$ cat config.mk
export PLATFORM = sky130hd
export DESIGN_NAME = led_seq_ctrl
export DESIGN_NICKNAME = d
export VERILOG_FILES = /design/src/rtl/led_seq_pkg.sv /design/src/rtl/led_seq_ctrl_tick_gen.sv /design/src/rtl/led_seq_ctrl.sv
export SDC_FILE = /design/constraint.sdc
export NUM_CORES = 1
export LEC_CHECK = 0
export ABC_CLOCK_PERIOD_IN_PS = 2500
export BUFFER_PORTS_ARGS = -buffer_cell sky130_fd_sc_hd__buf_2
export CORE_ASPECT_RATIO = 1.25
export CORE_MARGIN = 1
export CORE_UTILIZATION = 59
export DETAILED_ROUTE_END_ITERATION = 8
export PLACE_DENSITY = 0.82
export SYNTH_ARGS = -nofsm -noshare
export SYNTH_HDL_FRONTEND = slang
export SYNTH_SLANG_ARGS = --single-unit
export TNS_END_PERCENT = 30
$ cat constraint.sdc
create_clock -name clk -period 2.5 [get_ports clk]
set_input_delay 0.5 -clock clk [delete_from_list [all_inputs] [get_ports clk]]
set_output_delay 0.5 -clock clk [all_outputs]
set_load 0.1 [all_outputs]
$ cat src/rtl/led_seq_pkg.sv
// Shared encodings for the LED pattern sequencer: request modes, FSM states, LED count.
package led_seq_pkg;

  localparam int NUM_LEDS = 5;

  localparam logic [1:0] MODE_OFF    = 2'd0;
  localparam logic [1:0] MODE_ALL_ON = 2'd1;
  localparam logic [1:0] MODE_CHASE  = 2'd2;
  localparam logic [1:0] MODE_BLINK  = 2'd3;

  typedef enum logic [2:0] {
    ST_OFF    = 3'd0,
    ST_ALL_ON = 3'd1,
    ST_CHASE  = 3'd2,
    ST_BLINK  = 3'd3,
    ST_LOAD   = 3'd4
  } state_t;

  function automatic state_t mode_to_state(input logic [1:0] m);
    state_t s;
    case (m)
      MODE_OFF:    s = ST_OFF;
      MODE_ALL_ON: s = ST_ALL_ON;
      MODE_CHASE:  s = ST_CHASE;
      MODE_BLINK:  s = ST_BLINK;
      default:     s = ST_OFF;
    endcase
    return s;
  endfunction

endpackage

$ cat src/rtl/led_seq_ctrl_tick_gen.sv
// Step prescaler: counts 0..DIV-1 and pulses tick on the last count; clr forces it back to 0.
module led_tick_gen #(
  parameter int DIV = 4
) (
  input  logic clk,
  input  logic rst,
  input  logic clr,
  output logic tick
);

  localparam int W = $clog2(DIV);
  localparam logic [W-1:0] LAST = W'(DIV - 1);

  logic [W-1:0] cnt;

  always_ff @(posedge clk or posedge rst) begin
    if (rst) begin
      cnt <= '0;
    end else if (clr) begin
      cnt <= '0;
    end else if (cnt == LAST) begin
      cnt <= '0;
    end else begin
      cnt <= cnt + W'(1);
    end
  end

  assign tick = (cnt == LAST);

endmodule

$ cat src/rtl/led_seq_ctrl.sv
// Five-LED pattern sequencer (off / all-on / chase / blink) with a valid/ready mode request.
// Optional brightness PWM gating is enabled by defining LED_SEQ_PWM_EN.
module led_seq_ctrl
  import led_seq_pkg::*;
#(
  parameter int CLK_HZ   = 12000000,
  parameter int STEP_HZ  = 8,
  parameter int PWM_BITS = 8,
  parameter int DUTY     = 64
) (
  input  logic       clk,
  input  logic       rst,
  input  logic [1:0] mode,
  input  logic       mode_valid,
  output logic       mode_ready,
  output logic       LED0,
  output logic       LED1,
  output logic       LED2,
  output logic       LED3,
  output logic       LED4
);

  localparam int DIV = CLK_HZ / STEP_HZ;

  state_t                state;
  state_t                state_nx;
  logic [1:0]            mode_q;
  logic                  ready_q;
  logic [2:0]            pos;
  logic                  phase;
  logic [NUM_LEDS-1:0]   pat;
  logic [NUM_LEDS-1:0]   led_out;
  logic                  accept;
  logic                  tick;
  logic                  clr;
  logic                  running;

  assign accept  = mode_valid & ready_q;
  assign running = (state == ST_CHASE) || (state == ST_BLINK);
  // An accepted request wins over a coincident tick, so the prescaler restarts too.
  assign clr     = accept | ~running;

  led_tick_gen #(.DIV(DIV)) u_tick (
    .clk  (clk),
    .rst  (rst),
    .clr  (clr),
    .tick (tick)
  );

  always_comb begin
    state_nx = state;
    if (accept) begin
      state_nx = ST_LOAD;
    end else if (state == ST_LOAD) begin
      state_nx = mode_to_state(mode_q);
    end else begin
      state_nx = state;
    end
  end

  always_ff @(posedge clk or posedge rst) begin
    if (rst) begin
      state   <= ST_OFF;
      ready_q <= 1'b1;
      mode_q  <= MODE_OFF;
    end else begin
      state   <= state_nx;
      ready_q <= (state_nx != ST_LOAD);
      if (accept) begin
        mode_q <= mode;
      end
    end
  end

  always_ff @(posedge clk or posedge rst) begin
    if (rst) begin
      pos   <= 3'd0;
      phase <= 1'b0;
    end else if (state == ST_LOAD) begin
      pos   <= 3'd0;
      phase <= 1'b0;
    end else if (tick && !accept) begin
      if (state == ST_CHASE) begin
        pos <= (pos == 3'd4) ? 3'd0 : pos + 3'd1;
      end
      if (state == ST_BLINK) begin
        phase <= ~phase;
      end
    end
  end

  // Pattern register: reflects the state/pos of the previous cycle; LOAD holds the old pattern.
  always_ff @(posedge clk or posedge rst) begin
    if (rst) begin
      pat <= '0;
    end else begin
      case (state)
        ST_OFF:    pat <= 5'b00000;
        ST_ALL_ON: pat <= 5'b11111;
        ST_CHASE:  pat <= 5'b00001 << pos;
        ST_BLINK:  pat <= {NUM_LEDS{phase}};
        ST_LOAD:   pat <= pat;
        default:   pat <= 5'b00000;
      endcase
    end
  end

`ifdef LED_SEQ_PWM_EN
  localparam logic [PWM_BITS:0] DUTY_V = (PWM_BITS + 1)'(DUTY);

  logic [PWM_BITS-1:0] pwm_cnt;
  logic                pwm_on;

  always_ff @(posedge clk or posedge rst) begin
    if (rst) begin
      pwm_cnt <= '0;
    end else begin
      pwm_cnt <= pwm_cnt + PWM_BITS'(1);
    end
  end

  assign pwm_on  = ({1'b0, pwm_cnt} < DUTY_V);
  assign led_out = pat & {NUM_LEDS{pwm_on}};
`else
  logic pwm_cfg_unused;
  assign pwm_cfg_unused = (PWM_BITS > 0) ^ (DUTY > 0);
  assign led_out        = pat;
`endif

  assign mode_ready = ready_q;
  assign LED0 = led_out[0];
  assign LED1 = led_out[1];
  assign LED2 = led_out[2];
  assign LED3 = led_out[3];
  assign LED4 = led_out[4];

endmodule
# == After elaboration in Yosys (flattened, before gate mapping) ==
# Cells that the tools add are included.
# op_classes
n_addsub,2
eq_ne,10
shifts,1
muxes,13
n_bitwise,4
reduce_logical,9
# ops
operator,n
2-to-1 mux 21 bit,2
adder 21 x 1 -> 21 bit (second input constant),1
equality test 21 bit (second input constant),1
one-hot mux 5 bit (4 select lines),1
2-to-1 mux 3 bit,6
one-hot mux 3 bit (4 select lines),1
equality test 3 x 2 -> 1 bit (second input constant),2
equality test 3 bit (second input constant),2
nonzero test 2 bit,3
left shift 1 x 3 -> 5 bit (first input constant),1
equality test 2 bit (second input constant),2
AND reduction 2 bit,2
adder 3 x 1 -> 3 bit (second input constant),1
equality test 3 x 1 -> 1 bit (second input constant),1
2-to-1 mux 1 bit,3
!= test 3 bit (second input constant),1
equality test 2 x 1 -> 1 bit (second input constant),1
logical NOT 2 bit,1
inverter 1 bit,2
AND 1 bit,1
logical AND 1 bit,1
logical NOT 1 bit,1
logical OR 1 bit,1
bitwise OR 1 bit,1
# word_totals
register_bits,36
in_bits,5
output_inout_bits,6
wordCells,46

# == Logic depth before layout (Yosys ltp) ==
# Gate-level depths: netlist of the first run.
# depth
word_depth,5
mapped_depth,7
mapped_depth_nobuf,5

# == Hierarchy ==
# A second synthesis of the first run with hierarchy kept.
# hier_totals
cells_unflattened,181
area_unflattened_um2,1883.1
# by_module_without_submodules
module,instances,cells_each,area_per_inst_um2,seq_area_each_um2
led_tick_gen,1,112,1077.3,525.5
led_seq_ctrl,1,69,805.8,376.6

# == Worst setup path after synthesis of the first run ==
# OpenSTA, ideal clock, no wires.
# synth_timing
path_type,reg-to-reg
from,register ready_q (netlist: mode_ready)
to,register u_tick.cnt[10]
setup_ns,0.132
arrival_time_ns,1.782
required_time_ns,2.368
slack_ns,0.586
path_stages_with_launch,7
path_buffers,2
period_less_slack_ns,1.914
cell_sequence,dfstp_2 > a21oi_1 > nand2_1 > a21o_1 > buf_2 > buf_1 > nor2_1
# synth_between
elab_chain_len,3
# synth_rtl
item,line_no,text
from (decl),led_seq_ctrl.sv:28,logic ready_q;
from (signal assigned),led_seq_ctrl.sv:68,ready_q <= (state_nx != ST_LOAD);
AND 1 bit,led_seq_ctrl.sv:38,assign accept = mode_valid & ready_q;
bitwise OR 1 bit,led_seq_ctrl.sv:41,assign clr = accept | ~running;
2-to-1 mux 21 bit,led_seq_ctrl_tick_gen.sv:19,end else if (clr) begin
to (signal assigned),led_seq_ctrl_tick_gen.sv:24,cnt <= cnt + W'(1);
to (decl),led_seq_ctrl_tick_gen.sv:14,logic [W-1:0] cnt;
# Every way passes these cells.
# A chain may end at the register's enable or synchronous reset.

# == Final worst setup path of the first run ==
# layout_timing
from,register u_tick.cnt[0]
to,register u_tick.cnt[20]
# layout_between
elab_chain_len,3
elab_cells_between_ends,4
classes_between,add/sub (1); eq/ne (1); mux (2)
# layout_rtl
item,line_no,text
adder 21 x 1 -> 21 bit or equality test 21 bit (tied branches),"led_seq_ctrl_tick_gen.sv:24, led_seq_ctrl_tick_gen.sv:21",
2-to-1 mux 21 bit *,led_seq_ctrl_tick_gen.sv:21,end else if (cnt == LAST) begin
2-to-1 mux 21 bit *,led_seq_ctrl_tick_gen.sv:19,
# Every way passes the cells marked *; elsewhere a longest branch is shown, timed or not.

==> results of run 1 <==
[flip-flops by register name, indices dropped and copies added, names as in the netlist]
name,count
pos,3
state,3
phase,1
u_tick.cnt,21
led_out,5
mode_ready,1
mode_q,2
[critical path: stages, from the launching register on]
cell and delay, ns:
dfrtp_1 0.44, ha_1 0.26, nand4_1 0.18, or4_1 0.63, or3_1 0.38, a21oi_1 0.16
[how the worst max path moves through the flow]
stage / startpoint / endpoint / slack, ns
after floorplan: mode_ready$_DFF_PP1_ / u_tick.cnt[10]$_DFF_PP0_ / 0.59
after global placement: u_tick.cnt[0]$_DFF_PP0_ / u_tick.cnt[20]$_DFF_PP0_ / 0.55
after detailed placement: u_tick.cnt[0]$_DFF_PP0_ / u_tick.cnt[20]$_DFF_PP0_ / 0.41
after CTS: u_tick.cnt[0]$_DFF_PP0_ / u_tick.cnt[20]$_DFF_PP0_ / 0.40
after global routing: u_tick.cnt[0]$_DFF_PP0_ / u_tick.cnt[20]$_DFF_PP0_ / 0.29
final: u_tick.cnt[0]$_DFF_PP0_ / u_tick.cnt[20]$_DFF_PP0_ / 0.39
[routing by layer]
layer	vias to the layer above	GRT usage, %	share of wire, %	wire, um
li1	697	-	-	-
met1	713	28.68	43	1514
met2	30	46.27	54	1906
met3	2	5.952	2.9	103
met4	0	8.446	0.56	20
met5	-	0	0	0
[through the flow]
step	cell area [sq um]	power, mW	utilization, %
2_1_floorplan	1818	1.070	-
3_3_place_gp	1911	1.150	64.87
3_5_place_dp	1911	1.166	64.87
4_1_cts	1979	1.509	67.20
5_1_grt	1979	1.569	67.20
6_report	1979	1.506	67.20
[cell families (layout without fill, tap and decap cells)]
group | count (synthesis) | count (layout) | share of synthesized area (%)
and+or+nand+nor | 76 | 76 | 23.19
AOI/OAI and AO/OA | 38 | 38 | 12.32
DFF | 36 | 36 | 49.62
buffers and inverters | 15 | 31 | 3.234
xor gates and xnor gates | 13 | 13 | 6.263
adders and majority gates | 6 | 6 | 4.129
muxes | 2 | 2 | 1.239
[where the power goes]
group	internal, mW	switching [mW]	leakage [nW]
Combinational	0.0933	0.366	0.259
Sequential	0.640	0.0529	0.488
Clock	0.166	0.188	0.0386
Total	0.899	0.607	0.785
[area by class of cell]
class / instances / share of cell area, %
inverters: 11 / 2.086
well taps: 36 / 2.276
flip-flops and latches: 36 / 45.58
clock buffers: 8 / 3.477
multi-input cells: 135 / 43.30
repair buffers: 12 / 3.287
[layout by cell type (no fill, tap or decap), types with 2 or more instances in the layout]
master and n:
dfrtp_1 35, a21oi_1 18, nor2_1 17, nand2_1 12
inv_1 11, xnor2_1 10, buf_2 10, o21ai_0 9
nand3_1 8, nand4_1 8, or4_1 6, ha_1 6
nor3_1 5, clkbuf_4 5, o31ai_1 4, and2_1 3
and4_1 3, xor2_1 3, a221o_1 3, nor2b_1 2
a21boi_0 2, nor3b_1 2, mux2_2 2, or2_2 2
or3_1 2, clkbuf_8 2, buf_4 2
[synth_stat cells]
master,instances
nand4_2,1
a21oi_1,18
or3_1,2
dfstp_2,1
nor3b_1,2
a21boi_0,2
or2_1,1
or4_4,1
nor4bb_1,1
xnor2_1,10
mux2_2,2
nor3_1,5
and2_1,3
o31ai_1,4
nand3_1,8
ha_1,6
xor2_1,3
or4_1,6
a31oi_1,1
or2_2,2
o21ai_0,9
nor2b_1,2
inv_1,11
buf_1,1
a21o_1,1
buf_2,2
nand2_1,12
nand4_1,8
clkbuf_1,1
nor4b_1,1
a221o_1,3
and4_1,3
dfrtp_1,35
nor2_1,17
nor4_1,1
==> results.md, run 1 <==
* Layout cells sized above 1 at roughly 13%
* Arr. time, crit path at roughly 2.4 ns
* Worst setup EP type: register
* Filler instances at 230
* Core Region at between 0.002 and 0.003 sq mm
* Syn. warnings at 0
* ANT cells at 0
* CTS-repair resized insts at 0
* DP HPWL at between 2000 and 3000 um
* Worst min path class: primary input to asynchronous set/reset pin
* Final Hold Fails at 0
* Register area at approximately 900 sq um
* Fmax at 473.4 MHz
* Largest area contributor in the netlist: dfrtp_1
* Antenna violations before repair at 0
* Drt drc at 0
* Initial drt markers at 47
* Setup TNS at 0 ns
* Actual slew at the worst max-slew pin at 0.6104 ns
* Dpl cells at 230
* FP Rows at 22
* Vias in the first global route at about 1500
* Post-Syn Area at approximately 0.0018 sq mm
* Worst-case reg-to-reg path depth at 5
* CTS tree: built
* TritonCTS buffer count at 5
* Hold Slack at around 0.24 ns
* CP startpoint kind: register
* Avg WL per Cell at ~15 um
* Worst R2R Setup Slack at 0.39 ns
* CTS max path bufs at 2
* Post-route ant nets at 0
* Max Slew Vio Count at 0
* CTS clk-pin slew, worst paths at roughly 0.11 ns
* Layout Area Growth over Synthesis at 8.878%
* Syn Area/Cell at between 9 and 10 sq um
* Initial Utilization at roughly three fifths
* Worst EP required at between 2 and 3 ns
* Finished Layout Cells at around 240
* Clk_lat worst skew at around 0.34 ns
* VDD IR max at about 0.93 mV
* Lkg Pwr at 0.7854 nW
* Die W at 51.65 um
* First-pass GRT wire length at 6354 um
* Power Density at 760.6 mW/mm^2
* Grt ovf at 0
* Vias at ~1400
* Routed Wire Length at 3545 um
* Kind of critical path: register to register
* Max Cap Viol at 0
* Full die area at roughly 0.0033 sq mm
* Ports at 11
* Syn nets at 197
* Flop and latch count out of synthesis at 36
* Largest net degree at the start of global routing at 37
* Nets at 212
* Post-Place Worst Slack at ~0.41 ns
* Top cell type's share of synthesized area at 48.18%
* Critical R2R Launch: u_tick.cnt[0]$_DFF_PP0_
* Final critical-path share of the clock period at between 80% and 90%
* DRT Pass-1 Iters at 4
* Final Wtd Congestion at approximately 0.85
* Status: complete, no violations
* RSZ-0062 raised after global routing: false
* Final setup viols at 0
* End of the worst register-to-register path: u_tick.cnt[20]$_DFF_PP0_
* Yosys cell types at 35
* Die Y at between 60 and 70 um
* TritonCTS Sinks at 36
* Worst clock skew at roughly 0.011 ns
* Hold-fix buffers at CTS at 0
* Tmin final at 2.112 ns
* Rel. slew slack at roughly three fifths
* Total track usage at about a quarter
* Mapped Cells at roughly 190
* Synth top area cells: dfrtp_1, a21oi_1, xnor2_1, ha_1, nor2_1
* Multi-input gate area at between 800 and 900 sq um
* CTS root buffer: clkbuf_4
* Post-CTS Repair Setup Buffers at 0
* Buffers on Ports at 10
* Sequential-to-total area share from yosys stat at 49.62%
* Vias per cell at about 6.1
* Final WS setup at ~0.39 ns
* CTS H-Tree Depth at 2
* Worst-path fanout max at 5
No activity file was read; power rests on OpenSTA's default activity.
==> inputs of run 2 (changes only) <==
ABC_CLOCK_PERIOD_IN_PS = 1720   (was 2500)
CORE_UTILIZATION = 53   (was 59)
PLACE_DENSITY = 0.78   (was 0.82)
clock period = 1.72 ns   (was 2.5 ns; I/O delays follow)
==> run 2 against run 1 <==
Compared with the run above: the run now ends with setup timing left; setup slack worse by 0.41 ns; core utilization increased by 1.6 points; global-route usage down 1.1 points; total power increased by 62%; combinational power is 54% higher; sequential power is 46% higher; worst hold slack worse by 0.099 ns; non-clock buffer count grew 22; design area grew 13%; clock power grew 100%; cell count up 9.7%.
==> results.md, run 2 (synthesis results as in run 1) <==
* DP HPWL at 2819 um (+8.1%)
* Worst setup EP type: register
* Layout cells sized above 1 at 26.79% (+14 points)
* Critical-path cell list: ha_2 -> nand4_1 -> or4_4 -> or3_1 -> a21oi_1
* Post-Place Worst Slack at -0.09277 ns (-0.4986 ns)
* Lkg Pwr at 0.9231 nW (+18%)
* Final critical-path share of the clock period at 101.4% (+17 points)
* Vias per cell at 5.820 (-3.9%)
* Slowest stage delay, CP at 0.51 ns (-0.12 ns)
* Initial Utilization at 55.91% (-5.8 points)
* Fmax at 573.6 MHz (+21%)
* Most flops, register: u_tick.cnt
* Largest net degree at the start of global routing at 37 (unchanged)
* VDD IR max at 1.028 mV (+11%)
* RSZ-0062 raised after global routing: true
* Hold-fix buffers at CTS at 0 (unchanged)
* Critical R2R Launch: u_tick.cnt[1]$_DFF_PP0_
* Routed Wire Length at 3855 um (+8.7%)
* Tmin final at 1.743 ns (-0.3690 ns)
* Die Y at 67.48 um (+5.3%)
* Nets at 234 (+10%)
* TritonCTS buffer count at 5 (unchanged)
* CTS H-Tree Depth at 2 (unchanged)
* Post-route ant nets at 0 (unchanged)
* CTS clk-pin slew, worst paths at 0.07 ns (-0.04 ns)
* Setup crit end: u_tick.cnt[20]$_DFF_PP0_
* Max Slew Vio Count at 0 (unchanged)
* Full die area at 0.003670 sq mm (+11%)
* Core Region at 0.003252 sq mm (+10%)
* CP max stage cell: or4_4
* CTS tree: built
* Critical Path Start: u_tick.cnt[1]$_DFF_PP0_
* Vias at 1519 (+5.3%)
* Antenna violations before repair at 0 (unchanged)
* Worst-case reg-to-reg path depth at 5 (unchanged)
* DRT Pass-1 Iters at 4 (unchanged)
* Worst R2R Setup Slack at -0.02 ns (-0.41 ns)
* First-pass GRT wire length at 6375 um (+0.33%)
* Max FFs per register at 21 (unchanged)
* Arr. time, crit path at 1.96 ns (-0.42 ns)
* Actual slew at the worst max-slew pin at 0.4826 ns (-0.1277 ns)
* Failing checks: setup timing
* End of the worst register-to-register path: u_tick.cnt[20]$_DFF_PP0_
* Final WS setup at -0.02335 ns (-0.4110 ns)
* ANT cells at 0 (unchanged)
* Max Cap Viol at 0 (unchanged)
* Filler instances at 237 (+3.0%)
* Clk_lat worst skew at 0.29 ns (-0.05 ns)
* Vias in the first global route at 1453 (-3.2%)
* Setup TNS at -0.04180 ns (-0.04180 ns)
* Die W at 54.39 um (+5.3%)
* Drt drc at 0 (unchanged)
* Most frequent cells in the layout: dfrtp_1, buf_4, a21oi_1
* Worst EP required at 1.94 ns (-0.83 ns)
* Total track usage at 24.50% (-1.1 points)
* Layout Area Growth over Synthesis at 22.99%
* Final Hold Fails at 0 (unchanged)
* TritonCTS Sinks at 36 (unchanged)
* Rel. slew slack at 68.05% (+8.7 points)
* Kind of critical path: register to register
* Worst clock skew at 0.006830 ns (-0.004087 ns)
* Status: complete, but fails checks
* Power Density at 1088 mW/mm^2 (+43%)
* Grt ovf at 0 (unchanged)
* Most common cell after layout, fill and taps aside: dfrtp_1
* Buffers on Ports at 10 (unchanged)
* Final core utilization at 68.76% (+1.6 points)
* CTS max path bufs at 2 (unchanged)
* Avg WL per Cell at 14.77 um (-0.84%)
* Initial drt markers at 30 (-36%)
* CP startpoint kind: register
* Final Wtd Congestion at 0.8959 (+5.3%)
* Worst min path class: primary input to asynchronous set/reset pin
* CTS root buffer: clkbuf_8
* FP Rows at 23 (+4.5%)
* Final setup viols at 2 (+2)
* Worst-path fanout max at 3 (-2)
* Ports at 11 (unchanged)
-- run 2: cell types whose count changed in the layout (fill, tap and decap cells not counted), sizes merged --
cell,previous run,this run
clkbuf,8,7
buf,12,33
bufinv,0,1
clkinv,0,1
-- run 2: layout make-up --
| cell class | instances | area, sq um | area share [%] |
|---|---|---|---|
| Tap cell | 37 | 46.29 | 2.071 |
| Timing Repair Buffer | 34 | 232.7 | 10.41 |
| Clock buffer | 6 | 72.57 | 3.246 |
| Sequential cell | 36 | 905.9 | 40.51 |
| Clock inverter | 2 | 35.03 | 1.567 |
| Inverter | 11 | 41.29 | 1.847 |
| Multi-Input combinational cell | 135 | 902.1 | 40.35 |
-- run 2: metrics by stage --
step / instances / hold WS (ns) / power (mW) / cell area (sq um)
3_5_place_dp: 251 / 0.4657 / 1.727 / 2072
3_3_place_gp: 251 / 0.4580 / 1.700 / 2072
2_1_floorplan: 186 / 0.4338 / 1.558 / 1829
6_report: 261 / 0.1369 / 2.433 / 2236
5_1_grt: 261 / 0.1867 / 2.548 / 2236
4_1_cts: 260 / 0.1534 / 2.446 / 2190
-- run 2: critical path, delay by kind of cell, from the launching register on --
kind,cells,cell delay [ns]
DFF,1,0.35
adders and majority gates,1,0.19
AOI/OAI and AO/OA,1,0.13
and+or+nand+nor,3,1.01
-- run 2: worst min path at each step --
stage | from | to | slack, ns | cells after the start
floorplan | mode_valid | state[0]$_DFF_PP0_ | 0.43 | 1
global placement | rst | mode_q[1]$_DFFE_PP0P_ | 0.46 | 3
global route | rst | mode_q[1]$_DFFE_PP0P_ | 0.19 | 3
detailed placement | rst | mode_q[0]$_DFFE_PP0P_ | 0.47 | 3
CTS | rst | mode_q[0]$_DFFE_PP0P_ | 0.15 | 3
finish | rst | mode_q[1]$_DFFE_PP0P_ | 0.14 | 3
-- run 2: repair_timing --
item | 4_1_cts | 5_1_grt
gates resized for setup | 1 | 11
endpoints found under the hold margin | 0 | 0
endpoints found under the setup margin | 6 | 12
buffers inserted | 1 | 1
pin swaps | 5 | 2
-- run 2: routing by layer --
metal	GRT usage (%)	share of wire, %	vias to the layer above
met5	0	0	-
met4	9.615	1.6	0
met3	6.081	2.9	6
met2	40.85	51	29
met1	29.61	44	749
li1	-	-	735
-- run 2: power by group --
group | total, mW | internal [mW] | switching, mW
registers | 1.01 | 0.932 | 0.0733
clock network | 0.720 | 0.430 | 0.290
logic | 0.708 | 0.160 | 0.547
==> inputs of run 3 (changes only) <==
RECOVER_POWER = 50   (was unset)
==> run 3 against run 2 <==
Compared with the run above: the run still ends with setup timing left; combinational power is essentially flat; core utilization shrank 0.077 points; via count is the same; clock power is essentially flat; total power is essentially flat; sequential power is essentially flat; non-clock buffer count is the same; count of clock-buffer cells in the layout is the same; clock skew is the same; sequential share of layout area is essentially flat; critical endpoint unchanged.
==> results.md, run 3 (synthesis results as in run 1) <==
* Status: complete, but fails checks
* Failing checks: setup timing
* Die W at 54.39 um (unchanged)
* Vias at 1519 (unchanged)
* Finished Layout Cells at 261 (unchanged)
* Worst EP required at 1.94 ns (about the same)
* Post-route ant nets at 0 (unchanged)
* ANT cells at 0 (unchanged)
* Filler instances at 238 (+0.42%)
* CTS clk-pin slew, worst paths at 0.07 ns (about the same)
* Actual slew at the worst max-slew pin at 0.8650 ns (+0.3823 ns)
* Total track usage at 24.50% (unchanged)
* Routed Wire Length at 3856 um (about the same)
* CTS root buffer: clkbuf_8
* Ports at 11 (unchanged)
* Core Region at 0.003252 sq mm (unchanged)
* Layout cells sized above 1 at 26.79% (unchanged)
* Die Y at 67.48 um (unchanged)
* Final Hold Fails at 0 (unchanged)
* CTS H-Tree Depth at 2 (unchanged)
* Final Wtd Congestion at 0.8959 (unchanged)
* Final instance area at 0.002233 sq mm (-0.11%)
* Clk_lat worst skew at 0.29 ns (about the same)
* Hold-fix buffers at CTS at 0 (unchanged)
* Kind of critical path: register to register
* FP Rows at 23 (unchanged)
* Crit-path leading delay family: simple AND/OR/NAND/NOR gates
* Critical-path cell list: ha_2 -> nand4_1 -> or4_4 -> or3_1 -> a21oi_1
* Worst R2R Setup Slack at -0.02 ns (about the same)
* TritonCTS Sinks at 36 (unchanged)
* Slowest stage delay, CP at 0.51 ns (about the same)
* Initial Utilization at 55.91% (unchanged)
* Most frequent cells in the layout: dfrtp_1, buf_4, a21oi_1
* Vias per cell at 5.820 (unchanged)
* Bufs and invs on worst path at 0 (unchanged)
* Worst setup EP type: register
* Largest net degree at the start of global routing at 37 (unchanged)
* Dpl cells at 251 (unchanged)
* Fmax at 573.6 MHz (unchanged)
* Nets at 234 (unchanged)
* VDD IR max at 1.028 mV (unchanged)
* Hold Slack at 0.2839 ns (+0.1470 ns)
* DRT Pass-1 Iters at 4 (unchanged)
* CTS max path bufs at 2 (unchanged)
* Max FFs per register at 21 (unchanged)
* Layout Area Growth over Synthesis at 22.85%
* Worst-path fanout max at 3 (unchanged)
* Setup TNS at -0.04171 ns (+0.00008550 ns)
* Lkg Pwr at 0.9225 nW (about the same)
* Max Slew Vio Count at 0 (unchanged)
* Final WS setup at -0.02335 ns (unchanged)
* Most common cell after layout, fill and taps aside: dfrtp_1
* Tmin final at 1.743 ns (unchanged)
* CP startpoint kind: register
* Final critical-path share of the clock period at 101.4% (unchanged)
* Drt drc at 0 (unchanged)
* CP max stage cell: or4_4
* Worst min path class: primary input to register
* Post-Place Worst Slack at -0.09277 ns (unchanged)
* Avg WL per Cell at 14.77 um (about the same)
* Max Cap Viol at 0 (unchanged)
* First-pass GRT wire length at 6375 um (unchanged)
* Rel. slew slack at 42.34% (-26 points)
* Vias in the first global route at 1453 (unchanged)
* Grt ovf at 0 (unchanged)
* Power Density at 1089 mW/mm^2 (about the same)
* RSZ-0062 raised after global routing: true
* Worst clock skew at 0.006830 ns (unchanged)
* Final setup viols at 2 (unchanged)
* DP HPWL at 2819 um (unchanged)
* CTS tree: built
* Arr. time, crit path at 1.96 ns (about the same)
* Full die area at 0.003670 sq mm (unchanged)
* Placed Area at 0.002072 sq mm (unchanged)
* Initial drt markers at 30 (unchanged)
* Buffers on Ports at 10 (unchanged)
* Most flops, register: u_tick.cnt
* Antenna violations before repair at 0 (unchanged)
* TritonCTS buffer count at 5 (unchanged)
-- run 3: report_power, final --
| group | leakage (nW) | switching, mW | internal [mW] |
|---|---|---|---|
| Clock | 0.0552 | 0.290 | 0.430 |
| Combinational | 0.379 | 0.547 | 0.159 |
| Sequential | 0.488 | 0.0733 | 0.932 |
-- run 3: path summary, 6_finish.rpt --
kind | startpoint | cells after the start | endpoint
min in group asynchronous | rst | 3 | mode_q[1]$_DFFE_PP0P_
max in group asynchronous | rst | 3 | led_out[4]$_DFFE_PP0P_
setup reg to reg | u_tick.cnt[1]$_DFF_PP0_ | 5 | u_tick.cnt[20]$_DFF_PP0_
hold reg to reg | led_out[4]$_DFFE_PP0P_ | 2 | led_out[4]$_DFFE_PP0P_
hold / removal | mode_valid | 2 | state[1]$_DFF_PP0_
setup / recovery | u_tick.cnt[1]$_DFF_PP0_ | 5 | u_tick.cnt[20]$_DFF_PP0_
-- run 3: metal layers --
| layer | up-vias | global-route usage [%] | part of all wire [%] |
|---|---|---|---|
| met4 | 0 | 9.615 | 1.6 |
| met2 | 29 | 40.85 | 51 |
| met3 | 6 | 6.081 | 2.9 |
| li1 | 735 | - | - |
| met5 | - | 0 | 0 |
| met1 | 749 | 29.61 | 44 |
-- run 3: stage by stage --
step	util, %	total power, mW
global route	68.68	2.548
detailed placement	63.72	1.727
CTS	67.33	2.446
finish	68.68	2.433
global placement	63.72	1.700
floorplan	-	1.558
-- run 3: final cells by class --
class                           count  area (sq um)  share of cell area [%]
Clock buffer                        6         72.57                   3.249
Clock inverter                      2         35.03                   1.569
Inverter                           11         41.29                   1.849
Multi-Input combinational cell    135         902.1                   40.39
Sequential cell                    36         905.9                   40.56
Tap cell                           37         46.29                   2.073
Timing Repair Buffer               34         230.2                   10.31
-- run 3: repair_timing --
item / 4_1_cts / 5_1_grt
setup buffers: 1 / 1
resized for setup: 1 / 11
pin swaps: 5 / 2
cloned: 0 / 0
setup endpoints to repair: 6 / 12
